### config.mk
export PLATFORM = sky130hd
export DESIGN_NAME = power_sequencer
export DESIGN_NICKNAME = d
export VERILOG_FILES = /design/src/rtl/power_sequencer.sv
export SDC_FILE = /design/constraint.sdc
export NUM_CORES = 1
export LEC_CHECK = 0
export BUFFER_PORTS_ARGS = -buffer_cell sky130_fd_sc_hd__clkbuf_2
export CAP_MARGIN = 20
export CELL_PAD_IN_SITES_DETAIL_PLACEMENT = 0
export CELL_PAD_IN_SITES_GLOBAL_PLACEMENT = 1
export CORE_UTILIZATION = 30
export CTS_CLUSTER_DIAMETER = 60
export DETAILED_ROUTE_END_ITERATION = 8
export GPL_TIMING_DRIVEN = 0
export HOLD_SLACK_MARGIN = 0.15
export PLACE_DENSITY = 0.61
export SKIP_LAST_GASP = 1
export SLEW_MARGIN = 10
export SYNTH_ARGS = -nofsm -noshare
export SYNTH_HDL_FRONTEND = slang
export SYNTH_SLANG_ARGS = --single-unit
### constraint.sdc
create_clock -name i_clk -period 2.3 [get_ports i_clk]
set_input_delay 0.23 -clock i_clk [delete_from_list [all_inputs] [get_ports i_clk]]
set_output_delay 0.23 -clock i_clk [all_outputs]
set_load 0.03 [all_outputs]
### src/rtl/power_sequencer.sv
// Three-stage supply sequencer: staged power-up with settle/timeout timing,
// reverse-order power-down and a latched fault with emergency cut of all enables.
module power_sequencer #(
    parameter int SETTLE_CYCLES  = 1000,
    parameter int TIMEOUT_CYCLES = 100000,
    parameter int CNT_W          = 17
) (
    input  logic       i_clk,
    input  logic       i_reset,
    input  logic       i_powerOn,
    input  logic       i_S1Good,
    input  logic       i_S2Good,
    input  logic       i_S3Good,
    output logic       o_S1Enable,
    output logic       o_S2Enable,
    output logic       o_S3Enable,
    output logic       o_monitorResetn,
    output logic       o_powerGood,
    output logic       o_busy,
    output logic       o_fault,
    output logic [1:0] o_faultStage,
    output logic       o_faultTimeout
);

    typedef enum logic [3:0] {
        ST_OFF, ST_UP_S1, ST_SET_S1, ST_UP_S2, ST_SET_S2, ST_UP_S3, ST_SET_S3,
        ST_ON, ST_DN_S3, ST_DN_S2, ST_DN_S1, ST_FAULT
    } state_t;

    localparam logic [CNT_W-1:0] C_SETTLE_LAST  = CNT_W'(SETTLE_CYCLES - 1);
    localparam logic [CNT_W-1:0] C_TIMEOUT_LAST = CNT_W'(TIMEOUT_CYCLES - 1);

    state_t           r_state;
    state_t           w_state_nxt;
    logic [CNT_W-1:0] r_cnt;
    logic [1:0]       w_fstage_nxt;
    logic             w_ftimeout_nxt;
    logic [1:0]       w_fail1;
    logic [1:0]       w_fail2;
    logic [1:0]       w_fail3;
    logic             w_settle_done;
    logic             w_timeout;
    logic             w_counting;
    logic             w_s1_en;
    logic             w_s2_en;
    logic             w_s3_en;
    logic             w_busy;

    // Lowest failing stage among the stages enabled so far; 0 means all good.
    assign w_fail1 = !i_S1Good ? 2'd1 : 2'd0;
    assign w_fail2 = !i_S1Good ? 2'd1 : (!i_S2Good ? 2'd2 : 2'd0);
    assign w_fail3 = !i_S1Good ? 2'd1 : (!i_S2Good ? 2'd2 : (!i_S3Good ? 2'd3 : 2'd0));

    assign w_settle_done = (r_cnt == C_SETTLE_LAST);
    assign w_timeout     = (r_cnt == C_TIMEOUT_LAST);
    assign w_counting    = r_state inside {ST_UP_S1, ST_SET_S1, ST_UP_S2, ST_SET_S2,
                                           ST_UP_S3, ST_SET_S3, ST_DN_S3, ST_DN_S2, ST_DN_S1};

    always_comb begin
        w_state_nxt    = r_state;
        w_fstage_nxt   = o_faultStage;
        w_ftimeout_nxt = o_faultTimeout;
        case (r_state)
            ST_OFF: if (i_powerOn) w_state_nxt = ST_UP_S1;
            ST_UP_S1: begin
                if (!i_powerOn)    w_state_nxt = ST_DN_S1;
                else if (i_S1Good) w_state_nxt = ST_SET_S1;
                else if (w_timeout) begin
                    w_state_nxt = ST_FAULT; w_fstage_nxt = 2'd1; w_ftimeout_nxt = 1'b1;
                end
            end
            ST_SET_S1: begin
                if (!i_powerOn) w_state_nxt = ST_DN_S1;
                else if (w_fail1 != 2'd0) begin
                    w_state_nxt = ST_FAULT; w_fstage_nxt = w_fail1; w_ftimeout_nxt = 1'b0;
                end
                else if (w_settle_done) w_state_nxt = ST_UP_S2;
            end
            ST_UP_S2: begin
                if (!i_powerOn)    w_state_nxt = ST_DN_S2;
                else if (i_S2Good) w_state_nxt = ST_SET_S2;
                else if (w_timeout) begin
                    w_state_nxt = ST_FAULT; w_fstage_nxt = 2'd2; w_ftimeout_nxt = 1'b1;
                end
            end
            ST_SET_S2: begin
                if (!i_powerOn) w_state_nxt = ST_DN_S2;
                else if (w_fail2 != 2'd0) begin
                    w_state_nxt = ST_FAULT; w_fstage_nxt = w_fail2; w_ftimeout_nxt = 1'b0;
                end
                else if (w_settle_done) w_state_nxt = ST_UP_S3;
            end
            ST_UP_S3: begin
                if (!i_powerOn)    w_state_nxt = ST_DN_S3;
                else if (i_S3Good) w_state_nxt = ST_SET_S3;
                else if (w_timeout) begin
                    w_state_nxt = ST_FAULT; w_fstage_nxt = 2'd3; w_ftimeout_nxt = 1'b1;
                end
            end
            ST_SET_S3: begin
                if (!i_powerOn) w_state_nxt = ST_DN_S3;
                else if (w_fail3 != 2'd0) begin
                    w_state_nxt = ST_FAULT; w_fstage_nxt = w_fail3; w_ftimeout_nxt = 1'b0;
                end
                else if (w_settle_done) w_state_nxt = ST_ON;
            end
            ST_ON: begin
                if (w_fail3 != 2'd0) begin
                    w_state_nxt = ST_FAULT; w_fstage_nxt = w_fail3; w_ftimeout_nxt = 1'b0;
                end
                else if (!i_powerOn) w_state_nxt = ST_DN_S3;
            end
            ST_DN_S3: if (w_settle_done) w_state_nxt = ST_DN_S2;
            ST_DN_S2: if (w_settle_done) w_state_nxt = ST_DN_S1;
            ST_DN_S1: if (w_settle_done) w_state_nxt = ST_OFF;
            ST_FAULT: begin
                if (!i_powerOn) begin
                    w_state_nxt = ST_OFF; w_fstage_nxt = 2'd0; w_ftimeout_nxt = 1'b0;
                end
            end
            default: w_state_nxt = ST_OFF;
        endcase
    end

    // Outputs are decoded from the next state so they register together with it.
    assign w_s1_en = w_state_nxt inside {ST_UP_S1, ST_SET_S1, ST_UP_S2, ST_SET_S2,
                                         ST_UP_S3, ST_SET_S3, ST_ON, ST_DN_S3, ST_DN_S2};
    assign w_s2_en = w_state_nxt inside {ST_UP_S2, ST_SET_S2, ST_UP_S3, ST_SET_S3,
                                         ST_ON, ST_DN_S3};
    assign w_s3_en = w_state_nxt inside {ST_UP_S3, ST_SET_S3, ST_ON};
    assign w_busy  = w_state_nxt inside {ST_UP_S1, ST_SET_S1, ST_UP_S2, ST_SET_S2,
                                         ST_UP_S3, ST_SET_S3, ST_DN_S3, ST_DN_S2, ST_DN_S1};

    always_ff @(posedge i_clk or posedge i_reset) begin
        if (i_reset) begin
            r_state         <= ST_OFF;
            r_cnt           <= '0;
            o_S1Enable      <= 1'b0;
            o_S2Enable      <= 1'b0;
            o_S3Enable      <= 1'b0;
            o_monitorResetn <= 1'b0;
            o_powerGood     <= 1'b0;
            o_busy          <= 1'b0;
            o_fault         <= 1'b0;
            o_faultStage    <= 2'd0;
            o_faultTimeout  <= 1'b0;
        end else begin
            r_state         <= w_state_nxt;
            if (w_state_nxt != r_state) r_cnt <= '0;
            else if (w_counting)        r_cnt <= r_cnt + CNT_W'(1);
            o_S1Enable      <= w_s1_en;
            o_S2Enable      <= w_s2_en;
            o_S3Enable      <= w_s3_en;
            o_monitorResetn <= (w_state_nxt != ST_OFF);
            o_powerGood     <= (w_state_nxt == ST_ON);
            o_busy          <= w_busy;
            o_fault         <= (w_state_nxt == ST_FAULT);
            o_faultStage    <= w_fstage_nxt;
            o_faultTimeout  <= w_ftimeout_nxt;
        end
    end

endmodule

==> flow_summary.yaml <==
outcome:
  status: "finished clean"
die:
  io_pins: 16
  die_x_um: 87.12
  initial_core_util_pct: 31.47
  std_cell_rows: 30
  fp.dieH_um: 87.12
  core_area_um2: 6907
  die_area_um2: 7589
job:
  cap_violations: 0
global_routing:
  grt_overflow: 0
  antenna_found_initial: 0
  grt_pass1_wl_um: 9515
  grt_max_degree: 32
  grt_usage_pct: 16.08
  grt_pass1_vias: 1941
route:
  dr.pass1.iters: 4
  drt_iter0_markers: 70
  final_antenna_net_count: 0
  wl_um: 5707
  vias: 1990
  wl_per_cell_um: 14.98
  vias_per_cell: 5.223
  route.detailed.drc: 0
synthesis:
  synthTopCellsByArea: "dfrtp_1, nor3_1, xor2_1, nand2_1, nor2_1"
  async_flop_share_pct: 100.0
  seq_area_frac_synth_pct: 35.69
  postSynthAreaPerCell_um2: 8.763
  yosys.area.top_type: "dfrtp_1"
  synth.yosys.warnings: 0
  synth_common_cells: "dfrtp_1, nor3_1, nand2_1"
  synth_edf_count: 0
  syn_inst: 248
  synth_seq_cells: 31
  synth_area_um2: 2173
  synth_flop_cell: "dfrtp_1"
  yosysTopAreaCellShare_pct: 35.69
  syn_nets: 255
  synth_cell_types: 65
  yosysMostFrequentCell: "dfrtp_1"
power:
  p_leak_uw: 0.001183
  ir_worst_vdd_mv: 0.4073
  cellPowerDensity_nw_per_um2: 914.6
  totalPowerFinal_uw: 2510
sta:
  rsz0062_at_grt: "true"
  fin_crit_ns: 2.221
  finalHoldViolCount: 0
  slew_violations: 0
  fin_ws_ns: 0.07924
  whs_ns: 0.4664
  fin_setup_tns_ns: 0
  timing.fmax_ghz: 0.4503
  tightest_slew_ns: 0.6905
  max_slew_margin_pct: 53.90
  fin_skew_ns: 0.003127
  min_period_over_period_pct: 96.55
  setup_viol: 0
layout:
  area_growth_pct: 26.25
  final_net_count: 292
  antennaDiodeCount: 0
  drive_above_1_share_pct: 30.53
  final_core_util_pct: 39.73
setup_path:
  cp_cell_sequence: "buf_6 > buf_4 > o311a_4 > o21a_2 > nor4_4 > inv_2 > or3_1 > nand3_1"
  critPathArrivalTime_ns: 2.44
  worstPathRequired_ns: 2.52
  crit_path_start_kind: "flip-flop"
  cp_slowest_stage_delay_ns: 0.43
  critPathLaunch: "r_state[2]"
  critical_path_class: "flip-flop to flip-flop"
  cp_slowest_cell: "nor4_4"
  r2r-start: "r_state[2]"
  critPathMaxFanout: 10
  cp-end-kind: "flip-flop"
cts:
  clock_latency_ns: 0.28
  cts_htree_levels: 2
  cts.root.buffer_cell: "clkbuf_8"
  clock-sinks: 31
  cts_buffer_depth: 2
  cts_inserted_buffers: 5
  cts_tree: "done"
  clkTransAtPathRegs_ns: 0.07
placement:
  post-place-ws_ns: -0.1558
  gp_congestion: 0.8021
  port_buffers: 14
  hpwl_um: 3909
min_path:
  hold_class: "input pin to flip-flop"
  hp-start: "i_S1Good"
## flip-flops by register name, indices dropped and copies added (netlist names)
| register | count |
|---|---|
| r_cnt | 17 |
| r_state | 4 |
| o_faultStage | 2 |
| o_S1Enable | 1 |
| o_S2Enable | 1 |
| o_S3Enable | 1 |
| o_busy | 1 |
| o_fault | 1 |
| o_faultTimeout | 1 |
| o_monitorResetn | 1 |
| o_powerGood | 1 |
## cell usage in the layout (no fill, tap or decap), types with 3 or more instances in the layout
| cell type | instances |
|---|---|
| nand3_1 | 12 |
| buf_6 | 4 |
| dfrtp_1 | 27 |
| inv_1 | 12 |
| o21ai_0 | 7 |
| nand4_1 | 5 |
| nor3_1 | 17 |
| a31oi_1 | 4 |
| xor2_1 | 12 |
| nor4_4 | 3 |
| a21oi_1 | 11 |
| buf_4 | 18 |
| dfrtp_2 | 4 |
| buf_2 | 3 |
| nor2_1 | 20 |
| xnor2_1 | 5 |
| nor3_2 | 7 |
| nor2b_1 | 3 |
| mux2i_1 | 4 |
| clkbuf_8 | 6 |
| nand2_1 | 20 |
| a21o_1 | 3 |
| nand2b_1 | 6 |
| clkbuf_2 | 15 |
## path summary, 6_finish.rpt
path / to / slack (ns) / cells past startpoint
max in group asynchronous: r_cnt[12] / 1.22 / 3
hold reg to reg: o_faultStage[1] / 0.51 / 1
hold / removal: o_faultStage[0] / 0.47 / 4
min in group asynchronous: o_powerGood / 0.59 / 3
setup / recovery: o_S2Enable / 0.08 / 8
setup reg to reg: o_S2Enable / 0.08 / 8
## metal layers
metal  vias to the layer above  track usage, %  wire length (um)
met4                         0           7.303                96
met2                        47           25.48              2765
met3                        11           3.318               252
li1                        959               -                 -
met1                       973           21.08              2592
met5                         -               0                 0
## where the power goes
group	switching (uW)	internal [uW]	leakage [uW]	total [uW]
clock	208	235	0.0000470	443
combinational	815	575	0.000736	1390
sequential	51.8	625	0.000399	677
total	1070	1430	0.00118	2510
## kinds of logic after synthesis
group | Yosys count | share of synthesized area (%)
AOI/OAI and AO/OA | 46 | 14.97
adders and majority gates | 2 | 1.036
xor gates and xnor gates | 18 | 8.117
DFF | 31 | 35.69
muxes | 5 | 2.360
buffers and inverters | 27 | 6.160
and+or+nand+nor | 119 | 31.67
## metrics by stage
stage	instances	cell area, um2
4_1_cts	371	2557
3_3_place_gp	358	2364
6_report	381	2744
5_1_grt	381	2744
2_1_floorplan	248	2173
3_5_place_dp	358	2364
## timing repair
| item | 4_1_cts | 5_1_grt |
|---|---|---|
| hold buffers | 1 | 0 |
| hold endpoints to repair | 31 | 0 |
| resized for setup | 7 | 28 |
| setup buffers | 5 | 10 |
| pin swaps | 4 | 9 |
| setup endpoints to repair | 13 | 22 |
## worst max-delay path: cells and delay by family (launching register included)
kind            cells  cell delay, ns
compound gates      2            0.51
buf+inv             3            0.37
flops               1            0.41
simple gates        3            0.85
## area by class of cell
type,instances,area (um2)
Clock buffer,6,82.58
Sequential cell,31,780.7
Multi-Input combinational cell,190,1399
Tap cell,96,120.1
Fill cell,724,4163
Inverter,14,52.55
Buffer,13,95.09
Clock inverter,1,5.005
Timing Repair Buffer,30,209.0
Note: power is estimated with default switching activity, not from simulation.
